**config.mk**
```make
export PLATFORM = sky130hd
export DESIGN_NAME = vga_timing_gen
export DESIGN_NICKNAME = d
export VERILOG_FILES = /design/src/rtl/vga_timing_pkg.sv /design/src/rtl/vga_axis_counter.sv /design/src/rtl/vga_timing_gen.sv
export SDC_FILE = /design/constraint.sdc
export NUM_CORES = 1
export LEC_CHECK = 0
export CAP_MARGIN = 15
export CORE_MARGIN = 2
export CORE_UTILIZATION = 54
export CTS_CLUSTER_DIAMETER = 200
export CTS_CLUSTER_SIZE = 25
export DETAILED_ROUTE_END_ITERATION = 7
export PLACE_DENSITY = 0.79
export SETUP_SLACK_MARGIN = 0.1
export SLEW_MARGIN = 10
export SYNTH_ARGS = -nofsm -noshare
export SYNTH_HDL_FRONTEND = slang
export SYNTH_SLANG_ARGS = --single-unit
```
**constraint.sdc**
```tcl
create_clock -name clk -period 2.75 [get_ports clk]
set_input_delay 0.55 -clock clk [delete_from_list [all_inputs] [get_ports clk]]
set_output_delay 0.55 -clock clk [all_outputs]
set_load 0.03 [all_outputs]
```
**src/rtl/vga_timing_pkg.sv**
```systemverilog
// Shared VGA timing constants: default 640x480@60 porch/sync widths,
// derived totals and the coordinate width used by the timing generator.
package vga_timing_pkg;

  localparam int unsigned COORD_W       = 10;
  localparam int unsigned COORD_MAX_TOT = 1 << COORD_W;

  localparam int unsigned DEF_H_VIS  = 640;
  localparam int unsigned DEF_H_FP   = 16;
  localparam int unsigned DEF_H_SYNC = 96;
  localparam int unsigned DEF_H_BP   = 48;

  localparam int unsigned DEF_V_VIS  = 480;
  localparam int unsigned DEF_V_FP   = 10;
  localparam int unsigned DEF_V_SYNC = 2;
  localparam int unsigned DEF_V_BP   = 33;

  localparam int unsigned H_TOT = DEF_H_VIS + DEF_H_FP + DEF_H_SYNC + DEF_H_BP;
  localparam int unsigned V_TOT = DEF_V_VIS + DEF_V_FP + DEF_V_SYNC + DEF_V_BP;

  typedef logic [COORD_W-1:0] coord_t;

  function automatic logic in_span(input coord_t v, input coord_t lo, input coord_t hi);
    return (v >= lo) && (v <= hi);
  endfunction

endpackage

```
**src/rtl/vga_axis_counter.sv**
```systemverilog
// Single-axis position counter: counts 0..TOTAL-1 on inc, flags the wrap
// combinationally so the next axis can advance on the same edge.
module vga_axis_counter
  import vga_timing_pkg::*;
#(
  parameter int unsigned TOTAL = H_TOT
) (
  input  logic         clk,
  input  logic         rst,
  input  logic         inc,
  output coord_t       count,
  output logic         wrap
);

  localparam coord_t LAST = coord_t'(TOTAL - 1);

  assign wrap = inc && (count == LAST);

  always_ff @(posedge clk or posedge rst) begin
    if (rst) begin
      count <= '0;
    end else if (inc) begin
      count <= wrap ? '0 : count + coord_t'(1);
    end
  end

endmodule

```
**src/rtl/vga_timing_gen.sv**
```systemverilog
// VGA raster timing generator: h/v counters plus a registered output stage
// presenting position, syncs, visibility and line/frame pulses for one pixel.
module vga_timing_gen
  import vga_timing_pkg::*;
#(
  parameter int unsigned H_VIS  = DEF_H_VIS,
  parameter int unsigned H_FP   = DEF_H_FP,
  parameter int unsigned H_SYNC = DEF_H_SYNC,
  parameter int unsigned H_BP   = DEF_H_BP,
  parameter int unsigned V_VIS  = DEF_V_VIS,
  parameter int unsigned V_FP   = DEF_V_FP,
  parameter int unsigned V_SYNC = DEF_V_SYNC,
  parameter int unsigned V_BP   = DEF_V_BP
) (
  input  logic               clk,
  input  logic               rst,
  input  logic               ce,
  output logic               h_sync,
  output logic               v_sync,
  output logic               onscreen,
  output logic [COORD_W-1:0] x,
  output logic [COORD_W-1:0] y,
  output logic               line_start,
  output logic               frame_start,
  output logic [7:0]         frame_count
);

  localparam int unsigned H_TOTAL = H_VIS + H_FP + H_SYNC + H_BP;
  localparam int unsigned V_TOTAL = V_VIS + V_FP + V_SYNC + V_BP;

  if (H_TOTAL > COORD_MAX_TOT || V_TOTAL > COORD_MAX_TOT) begin : g_tot_check
    $error("vga_timing_gen: horizontal or vertical total exceeds 1024");
  end

  localparam coord_t HS_LO  = coord_t'(H_VIS + H_FP);
  localparam coord_t HS_HI  = coord_t'(H_VIS + H_FP + H_SYNC - 1);
  localparam coord_t VS_LO  = coord_t'(V_VIS + V_FP);
  localparam coord_t VS_HI  = coord_t'(V_VIS + V_FP + V_SYNC - 1);
  localparam coord_t H_LIM  = coord_t'(H_VIS);
  localparam coord_t V_LIM  = coord_t'(V_VIS);

  coord_t h_cnt, v_cnt;
  logic   h_wrap, v_wrap;
  logic   at_origin;
  logic   frame_done;

  vga_axis_counter #(.TOTAL(H_TOTAL)) u_h_cnt (
    .clk   (clk),
    .rst   (rst),
    .inc   (ce),
    .count (h_cnt),
    .wrap  (h_wrap)
  );

  vga_axis_counter #(.TOTAL(V_TOTAL)) u_v_cnt (
    .clk   (clk),
    .rst   (rst),
    .inc   (h_wrap),
    .count (v_cnt),
    .wrap  (v_wrap)
  );

  assign at_origin = (h_cnt == '0) && (v_cnt == '0);

  // frame_done marks that a full frame has been traversed, so the
  // frame_start right after reset does not bump frame_count.
  always_ff @(posedge clk or posedge rst) begin
    if (rst) begin
      h_sync      <= 1'b1;
      v_sync      <= 1'b1;
      onscreen    <= 1'b0;
      x           <= '0;
      y           <= '0;
      line_start  <= 1'b0;
      frame_start <= 1'b0;
      frame_count <= '0;
      frame_done  <= 1'b0;
    end else if (ce) begin
      x           <= h_cnt;
      y           <= v_cnt;
      h_sync      <= !in_span(h_cnt, HS_LO, HS_HI);
      v_sync      <= !in_span(v_cnt, VS_LO, VS_HI);
      onscreen    <= (h_cnt < H_LIM) && (v_cnt < V_LIM);
      line_start  <= (h_cnt == '0);
      frame_start <= at_origin;
      if (at_origin) begin
        frame_done <= 1'b0;
        if (frame_done) begin
          frame_count <= frame_count + 8'd1;
        end
      end else if (v_wrap) begin
        frame_done <= 1'b1;
      end
    end
  end

endmodule
```
==> parameters.txt, run 1 <==
Parameter                              Value

Layout
  Final #Nets    262
  Util after Layout    68.25%
  Antenna cells    0
  Fraction of final layout cells sized beyond drive strength 1    16.93%
  Relative area change from synthesis to final layout    19.80%

Clock tree
  Clock Tree Root    sky130_fd_sc_hd__clkbuf_8
  Clk Latency, worst-skew pair    0.31 ns
  Hold-fix buffer count after cts    0
  Post-CTS setup buffer count    0
  Clock tree from TritonCTS    yes
  CTS resizes    0
  Clock sink count    54
  Clock H-tree levels    2
  Max Buffers Root-to-Sink    2
  Number of buffers created by CTS    5
  Clock Pin Slew Worst Setup and Hold Paths    0.09 ns

Floorplan
  I/O Pins    36
  Chip Height    72.25 um
  Effective utilization at floorplan    56.97%
  Width of the die    72.25 um
  Core Box Area    4414 sq um
  Die Footprint    5219 sq um
  Row count    24

Worst setup path
  Critical path's largest stage delay    0.55 ns
  Type of the worst setup path    in2reg
  Worst Path Max Fanout    6
  Type of destination of the critical path    flop
  Buffering stage count on the worst path with inverters included    1
  Data required time of the critical path    2.99 ns
  Slowest stage cell on the critical path    sky130_fd_sc_hd__clkdlybuf4s50_1
  Worst setup SP type    primary input
  R2R depth    5
  CP dominant cell by count    sky130_fd_sc_hd__or4_1
  Worst reg2reg path startpoint    u_h_cnt.count[0]
  CP delay by family, top    simple AND/OR/NAND/NOR gates
  FF-to-FF End    u_v_cnt.count[9]
  Worst-path cell chain    clkdlybuf4s50_1 -> nand4_4 -> or4_1 -> or4_1 -> a21oi_1
  Data arrival time of the critical path    2.43 ns
  Setup slack, reg-to-reg    0.61 ns

Flow run
  Max-capacitance violation count    0

Yosys
  Post-synth ARST share    100.0%
  Number of enable flip-flop cells after synthesis    0
  Sequential-to-total area share from yosys stat    53.83%
  Top flip-flop cell by instance count after synthesis    sky130_fd_sc_hd__dfrtp_1
  Total number of yosys warnings    0
  Count of cell types in the netlist    37
  Post-synthesis average cell area    11.43 sq um
  Summed instance area of the synthesized netlist    2515 sq um
  Net Count, Synth    229
  Gate Count Post-Synth    220
  Number of flip-flops and latches in the synthesized netlist    54

Routing
  Average wire per cell in the routed design    14.78 um
  Residual DRC count    0
  Antenna violation net count after detailed routing    0
  Drt initial violations    127
  Detailed-route via count    1744
  Number of detailed-route iterations in the first pass    4
  Vias per std cell    5.699
  Post-detailed-routing wire length    4524 um

STA
  Max Transition Viols Final    0
  Post-Route Hold Slack    0.4675 ns
  Slew Limit Headroom    62.26%
  Setup Skew    0.004318 ns
  Final setup violating endpoints    0
  Endpoints failing hold    0
  Final Critical Period    2.191 ns
  Transition time at the pin with the least slew margin    0.5653 ns
  Highest clock frequency the design can meet    0.4563 GHz
  Period Utilization, post-route    79.69%
  RSZ-0062 raised after global routing    false
  Total negative slack for setup checks    0 ns

Pwr
  Leakage dissipation    1.380 nW
  Final Total Pwr    1.943 mW
  Maximum vdd drop    578.3 uV
  Total power divided by cell area    644.8 nW/um^2

Placed design
  Hpwl dp    3228 um
  Count of input and output buffers    35
  Final RePlAce weighted congestion    0.8549

GRT
  Vias in the first global route    1708
  Gr usage total    18.98%
  First-pass GRT wire length    7721 um
  Antenna violations before repair    0
  Largest net degree at the start of global routing    34
  Gr ovfl total    0

Worst hold path
  Min-Delay Path Class    reg2reg
  WHS Endpoint    frame_count[7]
  Hold depth    1
  Worst hold start    frame_count[7]

Run status
  Status    finished clean
[flip-flops by register name, summed over array words and instances (netlist names)]
register / flops
h_sync: 1
y: 10
x: 10
frame_count: 8
frame_done: 1
u_h_cnt.count: 10
v_sync: 1
u_v_cnt.count: 10
frame_start: 1
line_start: 1
onscreen: 1
[through the flow]
step	area (sq um)	worst slack, ns	std cells
after global routing	3013	0.4427	306
after detailed placement	2903	0.2653	298
after CTS	3013	0.5471	306
after floorplan	2515	0.6582	220
final	3013	0.5586	306
after global placement	2903	0.2857	298
[layout by cell type (no fill, tap or decap), drive strengths merged, types with 3 or more instances in the layout]
cell	Yosys	layout
a21oi	5	5
and3	4	4
buf	6	5
clkbuf	8	8
clkdlybuf4s50	0	35
dfrtp	52	52
ha	6	6
inv	9	9
mux2	23	23
nand2	13	13
nand3	6	6
nand4	11	11
nand4b	3	3
nor2	12	12
nor3	7	7
nor4	5	5
nor4b	3	3
o21ai	11	11
xnor2	4	4
xor2	13	13
[cell families after synthesis]
group	after synthesis	synth area share, %
AND/OR/NAND/NOR	73	17.01
flip-flops	54	53.83
buffers and inverters	23	4.428
multiplexers	23	10.30
AO/OA/AOI/OAI	24	5.522
XOR/XNOR	17	5.920
adder cells (fa/ha/maj)	6	2.985
[cell usage after synthesis (3+ instances only)]
master | count | share of area [%]
sky130_fd_sc_hd__nor4b_1 | 3 | 1.0
sky130_fd_sc_hd__o21ai_0 | 11 | 2.2
sky130_fd_sc_hd__mux2_2 | 23 | 10
sky130_fd_sc_hd__ha_1 | 6 | 3.0
sky130_fd_sc_hd__xor2_1 | 13 | 4.5
sky130_fd_sc_hd__nand3_1 | 6 | 1.2
sky130_fd_sc_hd__and3_1 | 4 | 0.99
sky130_fd_sc_hd__dfrtp_1 | 52 | 52
sky130_fd_sc_hd__nand2_1 | 13 | 1.9
sky130_fd_sc_hd__nand4_1 | 10 | 2.5
sky130_fd_sc_hd__nor4_1 | 4 | 0.99
sky130_fd_sc_hd__a21oi_1 | 5 | 0.99
sky130_fd_sc_hd__nor2_1 | 12 | 1.8
sky130_fd_sc_hd__clkbuf_1 | 8 | 1.2
sky130_fd_sc_hd__nor3_1 | 7 | 1.4
sky130_fd_sc_hd__inv_1 | 9 | 1.3
sky130_fd_sc_hd__xnor2_1 | 4 | 1.4
[where the power goes]
| group | leakage [nW] | switching (mW) | total, mW | internal [mW] |
|---|---|---|---|---|
| Combinational | 0.610 | 0.226 | 0.423 | 0.197 |
| Clock | 0.0575 | 0.243 | 0.498 | 0.254 |
| Sequential | 0.712 | 0.133 | 1.02 | 0.889 |
[how the worst max path moves through the flow]
stage / startpoint / endpoint / slack [ns] / depth (start not counted)
2_1_floorplan: ce / u_v_cnt.count[9] / 0.66 / 6
3_3_place_gp: ce / u_v_cnt.count[9] / 0.29 / 5
3_5_place_dp: ce / u_v_cnt.count[9] / 0.27 / 5
4_1_cts: ce / u_v_cnt.count[9] / 0.55 / 5
5_1_grt: ce / u_h_cnt.count[9] / 0.44 / 6
6_report: ce / u_v_cnt.count[9] / 0.56 / 5
[cell type report]
type	instances	area (sq um)
clock buffers	8	110.1
fillers	344	1401
inverters	9	33.78
multi-input cells	143	1050
flip-flops and latches	54	1354
well taps	52	65.06
repair buffers	40	400.4
[metal layers]
layer	vias up	GRT usage, %	part of all wire (%)
met1	868	25.00	46
met5	-	0	0
met4	0	6.918	1.7
met3	7	3.750	3.0
li1	839	-	-
met2	30	31.29	49
Power figures use the tool's default switching activity.
==> inputs of run 2 (changes only) <==
--- a/config.mk
+++ b/config.mk
@@ -7,11 +7,11 @@
 export LEC_CHECK = 0
 export CAP_MARGIN = 15
 export CORE_MARGIN = 2
-export CORE_UTILIZATION = 54
+export CORE_UTILIZATION = 49
 export CTS_CLUSTER_DIAMETER = 200
 export CTS_CLUSTER_SIZE = 25
 export DETAILED_ROUTE_END_ITERATION = 7
-export PLACE_DENSITY = 0.79
+export PLACE_DENSITY = 0.76
 export SETUP_SLACK_MARGIN = 0.1
 export SLEW_MARGIN = 10
 export SYNTH_ARGS = -nofsm -noshare
==> constraint.sdc (replaced) <==
create_clock -name clk -period 1.8 [get_ports clk]
set_input_delay 0.36 -clock clk [delete_from_list [all_inputs] [get_ports clk]]
set_output_delay 0.36 -clock clk [all_outputs]
set_load 0.03 [all_outputs]
==> run 2 against run 1 <==
Against the previous run: global-route usage grew 2.1 points; core utilization grew 0.41 points; clock skew grew 0.0075 ns; worst hold slack worse by 0.16 ns; sequential power is 47% higher.
==> parameters.txt, run 2 (same netlist as run 1, synthesis figures left out) <==
Parameter                              Value

Clock tree
  Clock Tree Root    sky130_fd_sc_hd__clkbuf_8
  Hold-fix buffer count after cts    0 (unchanged)
  Clock H-tree levels    2 (unchanged)
  Number of buffers created by CTS    5 (unchanged)
  Clk Latency, worst-skew pair    0.31 ns (about the same)
  Clock tree from TritonCTS    yes
  Clock sink count    54 (unchanged)
  Max Buffers Root-to-Sink    2 (unchanged)
  Clock Pin Slew Worst Setup and Hold Paths    0.10 ns (about the same)

Placed design
  Post-detailed-placement cell area    3152 sq um (+8.6%)
  Hpwl dp    3735 um (+16%)
  Instance count after placement with tap cells included    341 (+14%)
  Final RePlAce weighted congestion    0.8827 (+3.3%)
  Count of input and output buffers    35 (unchanged)
  Pre-CTS WS    -0.4789 ns (-0.7442 ns)

GRT
  Largest net degree at the start of global routing    24 (-29%)
  Gr usage total    21.08% (+2.1 points)
  Antenna violations before repair    0 (unchanged)
  Gr ovfl total    0 (unchanged)
  First-pass GRT wire length    9045 um (+17%)
  Vias in the first global route    1903 (+11%)

Layout
  Filler cells    365 (+6.1%)
  Most frequent cells in the layout    sky130_fd_sc_hd__dfrtp_1, sky130_fd_sc_hd__buf_4, sky130_fd_sc_hd__dlygate4sd2_1
  Number of cells in the finished layout apart from fillers    356 (+16%)
  Util after Layout    68.66% (+0.41 points)
  Relative area change from synthesis to final layout    37.66%
  Antenna cells    0 (unchanged)
  Area of all placed cells without fillers    3462 sq um (+15%)
  Fraction of final layout cells sized beyond drive strength 1    32.87% (+16 points)
  Commonest non-fill, non-tap cell in the layout    sky130_fd_sc_hd__dfrtp_1
  Final #Nets    294 (+12%)

Routing
  Drt initial violations    146 (+15%)
  Average wire per cell in the routed design    15.40 um (+4.2%)
  Residual DRC count    0 (unchanged)
  Antenna violation net count after detailed routing    0 (unchanged)
  Detailed-route via count    1904 (+9.2%)
  Number of detailed-route iterations in the first pass    5 (+1)
  Post-detailed-routing wire length    5482 um (+21%)
  Vias per std cell    5.348 (-6.2%)

Worst setup path
  Worst-path cell chain    nand4b_4 -> or4_4 -> or4_1 -> a21oi_1
  Type of the worst setup path    reg2reg
  Type of destination of the critical path    flop
  Worst Path Max Fanout    2 (-4)
  Worst setup SP type    flop
  Critical path's largest stage delay    0.55 ns (about the same)
  Slowest stage cell on the critical path    sky130_fd_sc_hd__or4_4
  Data arrival time of the critical path    1.98 ns (-0.45 ns)
  Data required time of the critical path    2.04 ns (-0.95 ns)

STA
  Total negative slack for setup checks    0 ns (unchanged)
  Final setup violating endpoints    0 (unchanged)
  Slew Limit Headroom    74.91% (+13 points)
  Period Utilization, post-route    96.23%
  Setup Skew    0.01178 ns (+0.007463 ns)
  Highest clock frequency the design can meet    0.5773 GHz
  Final Critical Period    1.732 ns
  Max Transition Viols Final    0 (unchanged)
  Endpoints failing hold    0 (unchanged)
  Transition time at the pin with the least slew margin    0.3733 ns (-0.1921 ns)
  Post-route worst setup slack    0.06783 ns (-0.4908 ns)
  RSZ-0062 raised after global routing    true

Pwr
  Combinational share of power    27.0% (+5.2 points)
  P_sw    1.026 mW (+70%)
  Reg power frac    44.6% (-8.0 points)
  Total power divided by cell area    969.5 nW/um^2 (+50%)
  Switching portion of total power    30.57% (-0.48 points)
  Internal power    2.330 mW (+74%)
  Maximum vdd drop    651.8 uV (+13%)
  Fraction of power consumed by the clock network    28.4% (+2.8 points)
  Leakage dissipation    1.825 nW (+32%)

Floorplan
  Row count    26 (+8.3%)
  Chip Height    75.64 um (+4.7%)
  Effective utilization at floorplan    49.88% (-7.1 points)
  Width of the die    75.64 um (+4.7%)
  Core Box Area    5042 sq um (+14%)
  I/O Pins    36 (unchanged)
  Die Footprint    5721 sq um (+9.6%)

Worst hold path
  Min-Delay Path Class    in2async

Flow run
  Max-capacitance violation count    0 (unchanged)

Run status
  Status    finished clean
==> run 2: cell types whose count changed in the layout (fill, tap and decap cells not counted), sizes merged <==
cell | previous run | this run
clkdlybuf4s50 | 35 | 1
buf | 5 | 37
dlygate4sd2 | 0 | 27
dlymetal6s2s | 0 | 7
clkbuf | 8 | 5
bufinv | 0 | 2
clkinv | 0 | 1
==> run 2: area by class of cell <==
class	instances	area (sq um)	area share [%]
Multi-Input combinational cell	143	1201	34.69
Clock buffer	5	68.82	1.988
Clock inverter	3	68.82	1.988
Timing Repair Buffer	72	645.6	18.65
Sequential cell	54	1356	39.18
Inverter	9	33.78	0.9758
Tap cell	70	87.58	2.530
==> run 2: timing repair <==
item / in CTS / in global routing
setup endpoints to repair: 44 / 23
cloned: 1 / 0
pin swaps: 3 / 8
resized for setup: 35 / 29
buffers inserted: 4 / 2
hold endpoints to repair: 0 / 0
==> run 2: power by group through the flow <==
stage / combinational (mW) / clock [mW] / sequential (mW)
6_report: 0.907 / 0.953 / 1.50
3_3_place_gp: 0.868 / 0 / 1.50
2_1_floorplan: 0.449 / 0 / 1.61
4_1_cts: 0.887 / 0.974 / 1.49
3_5_place_dp: 0.890 / 0 / 1.50
5_1_grt: 0.984 / 1.02 / 1.52
==> run 2: through the flow <==
step | hold slack, ns | power (mW)
after floorplan | 0.4944 | 2.062
after global placement | 0.4590 | 2.366
after detailed placement | 0.4682 | 2.390
after CTS | 0.3132 | 3.355
after global routing | 0.3340 | 3.525
final | 0.3053 | 3.356
==> run 2: worst paths after layout <==
check                                 startpoint          endpoint  depth (start not counted)  slack (ns)
worst max-delay path            u_h_cnt.count[7]  u_v_cnt.count[9]                          4        0.07
worst min-delay path                         rst              x[1]                          2        0.31
worst max register to register  u_h_cnt.count[7]  u_v_cnt.count[9]                          4        0.07
worst min register to register    frame_count[7]    frame_count[7]                          1        0.47
max in group asynchronous                    rst            v_sync                          3        1.01
min in group clk                  frame_count[7]    frame_count[7]                          1        0.47
==> run 2: worst max-delay path, delay by kind of cell, from the launching register on <==
family / cells / cell delay [ns]
AND/OR/NAND/NOR: 3 / 1.13
AO/OA/AOI/OAI: 1 / 0.13
flip-flops: 1 / 0.40
==> run 2: per-layer routing <==
metal  vias up  global-route usage (%)  part of all wire (%)
li1        904                       -                     -
met1       949                   26.01                    41
met2        39                   36.62                    54
met3        12                   5.159                   3.3
met4         0                   6.433                   1.7
met5         -                       0                     0
==> edit (config.mk and constraints of run 1) <==
Make the reset (`rst`) synchronous in 2 clocked blocks.
--- a/src/rtl/vga_axis_counter.sv
+++ b/src/rtl/vga_axis_counter.sv
@@ -17,5 +17,5 @@
   assign wrap = inc && (count == LAST);
 
-  always_ff @(posedge clk or posedge rst) begin
+  always_ff @(posedge clk) begin
     if (rst) begin
       count <= '0;
--- a/src/rtl/vga_timing_gen.sv
+++ b/src/rtl/vga_timing_gen.sv
@@ -65,5 +65,5 @@
   // frame_done marks that a full frame has been traversed, so the
   // frame_start right after reset does not bump frame_count.
-  always_ff @(posedge clk or posedge rst) begin
+  always_ff @(posedge clk) begin
     if (rst) begin
       h_sync      <= 1'b1;
Behaviour: differs if rst is asserted again (counterexample within 4 cycles, from zero or initial values and one cycle with rst high); with rst held inactive, the same outputs for 10 cycles.
==> edit against run 1 <==
Final area down 1.3%. Wire length is 10% higher. Critical path type is now flip-flop to flip-flop. Synthesized area increased by 2.0%. Sequential cell count did not move. Count of clock-buffer cells in the layout shrank 1. Setup slack got worse by 52 ps. Fmax is 2.3% lower.
Power is not compared: it rests on default switching activity, and its combinational part moved more than twofold at a synthesized area within 25%.
==> edit: results (changes against run 1) <==
The maximum number of pins on one net before global-route repair came out at 24 (-29%). The detail-routed via count per cell is 5.81 (+2.0%). The number of cells on the worst hold path is 2 (+1). After synthesis, the cell types taking the most area are sky130_fd_sc_hd__dfxtp_1, sky130_fd_sc_hd__mux2i_1, sky130_fd_sc_hd__nor2_1. The share of synthesized flip-flops with an asynchronous set or reset is 0% (-100 points). The synthesized netlist net count is 286 (+25%). The critical-path maximum fanout came out at 9 (+3). The detailed-placement wirelength estimate was 3.52 mm (+9.0%). The start point of the worst min-delay path is onscreen. The last weighted congestion value of the routability-driven placer came to 0.829 (-3.0%). The met1 wire length came out at 2.47 mm (+18%). The wire length of the first global-routing pass is 8.65 mm (+12%).

The clock buffer count from CTS is 5 (unchanged). The worst clock skew came out at 4.80 ps (+0.480 ps). The count of placed standard cells including taps came out at 348 (+17%).

The antenna cell count is 0 (unchanged). The met2 routed wirelength is 2.36 mm (+6.4%). By count the netlist is led by sky130_fd_sc_hd__dfxtp_1, sky130_fd_sc_hd__nor2_1, sky130_fd_sc_hd__mux2i_1. The total of warnings raised by yosys came out at 0 (unchanged). The worst-skew pair later-pin latency came out at 290 ps (-20 ps). The class of the worst hold path is flip-flop to flip-flop. The total routing resource utilization after global routing is 20.3% (+1.4 points). The starting DRC count in detailed routing came out at 124 (-2.4%). The post-synthesis cell type count is 50 (+35%). The sequential area share after synthesis is 42.1% (-12 points). The detailed-routed wire length on met3 came out at 134 um (unchanged). The via count of the first global-routing pass came to 1,893 (+11%). The post-synthesis area per instance is 9.26 um2 (-19%).

The total iterations of the first detailed-routing run is 5 (+1). The number of nets in the layout is 310 (+18%). The post-detailed-route wirelength per cell is 14.1 um (-4.9%). By startpoint and endpoint, the worst setup path is classified as flip-flop to flip-flop. The share of post-route cells with drive strength above 1 came out at 6.64% (-10 points). The launch instance of the worst register-to-register path is u_h_cnt.count[0]. The normalized max-slew margin came to 60.0% (-2.3 points). The flow ran to the end, and the final reports show no timing, DRC or antenna violations.

The detailed-route via count is 2,064 (+18%).
==> edit: cell types whose count changed after synthesis, sizes merged, moves of 14 or more <==
cell / before / now
nor2: 12 / 38
a21oi: 5 / 19
mux2i: 0 / 22
dfrtp: 52 / 0
mux2: 23 / 0
dfxtp: 0 / 54
==> edit: layout make-up <==
type                    count  area [um2]
repair buffers             39         375
fillers                   403        1690
well taps                  54        67.6
multi-input cells         195        1350
flip-flops and latches     54        1080
inverters                   6        22.5
clock buffers               7        76.3
==> edit: kinds of logic (layout without fill, tap and decap cells) <==
family,Yosys count,in the layout,share of synthesized area [%]
DFF,54,54,42.1
buffers and inverters,28,52,5.17
AOI/OAI and AO/OA,39,39,9.37
adders and majority gates,6,6,2.93
xor gates and xnor gates,13,13,4.44
and+or+nand+nor,115,115,27.4
muxes,22,22,8.59
==> edit: worst paths after layout <==
| path | to | slack (ps) |
|---|---|---|
| worst max-delay path | u_v_cnt.count[5] | 510 |
| worst min-delay path | onscreen | 470 |
| worst max register to register | u_v_cnt.count[5] | 510 |
| worst min register to register | onscreen | 470 |
==> edit: critical path: stages, from the launching register on <==
cell and delay [ps]:
sky130_fd_sc_hd__dfxtp_1 440, sky130_fd_sc_hd__ha_1 250, sky130_fd_sc_hd__nand4_1 420, sky130_fd_sc_hd__nor3_4 550
sky130_fd_sc_hd__a41o_1 390, sky130_fd_sc_hd__nor2_1 80
==> edit: routing by layer <==
metal  vias up  GRT usage, %
met1       979          27.5
met3         2          4.28
met5         -             0
met4         0          4.94
li1       1047             -
met2        36          33.3
==> edit: metrics by stage <==
step / hold slack, ps / area, um2 / setup slack, ps / total power, W
CTS: 472 / 2970 / 549 / 0.00132
finish: 470 / 2970 / 506 / 0.00131
floorplan: 488 / 2560 / 878 / 0.000894
detailed placement: 462 / 2900 / 416 / 0.000920
global route: 491 / 2970 / 377 / 0.00136
global placement: 455 / 2900 / 502 / 0.000918
==> edit: where the power goes <==
part           internal, W  switching (W)
sequential        0.000790     0.00000924
combinational    0.0000398      0.0000621
clock             0.000176       0.000229
total              0.00101       0.000301
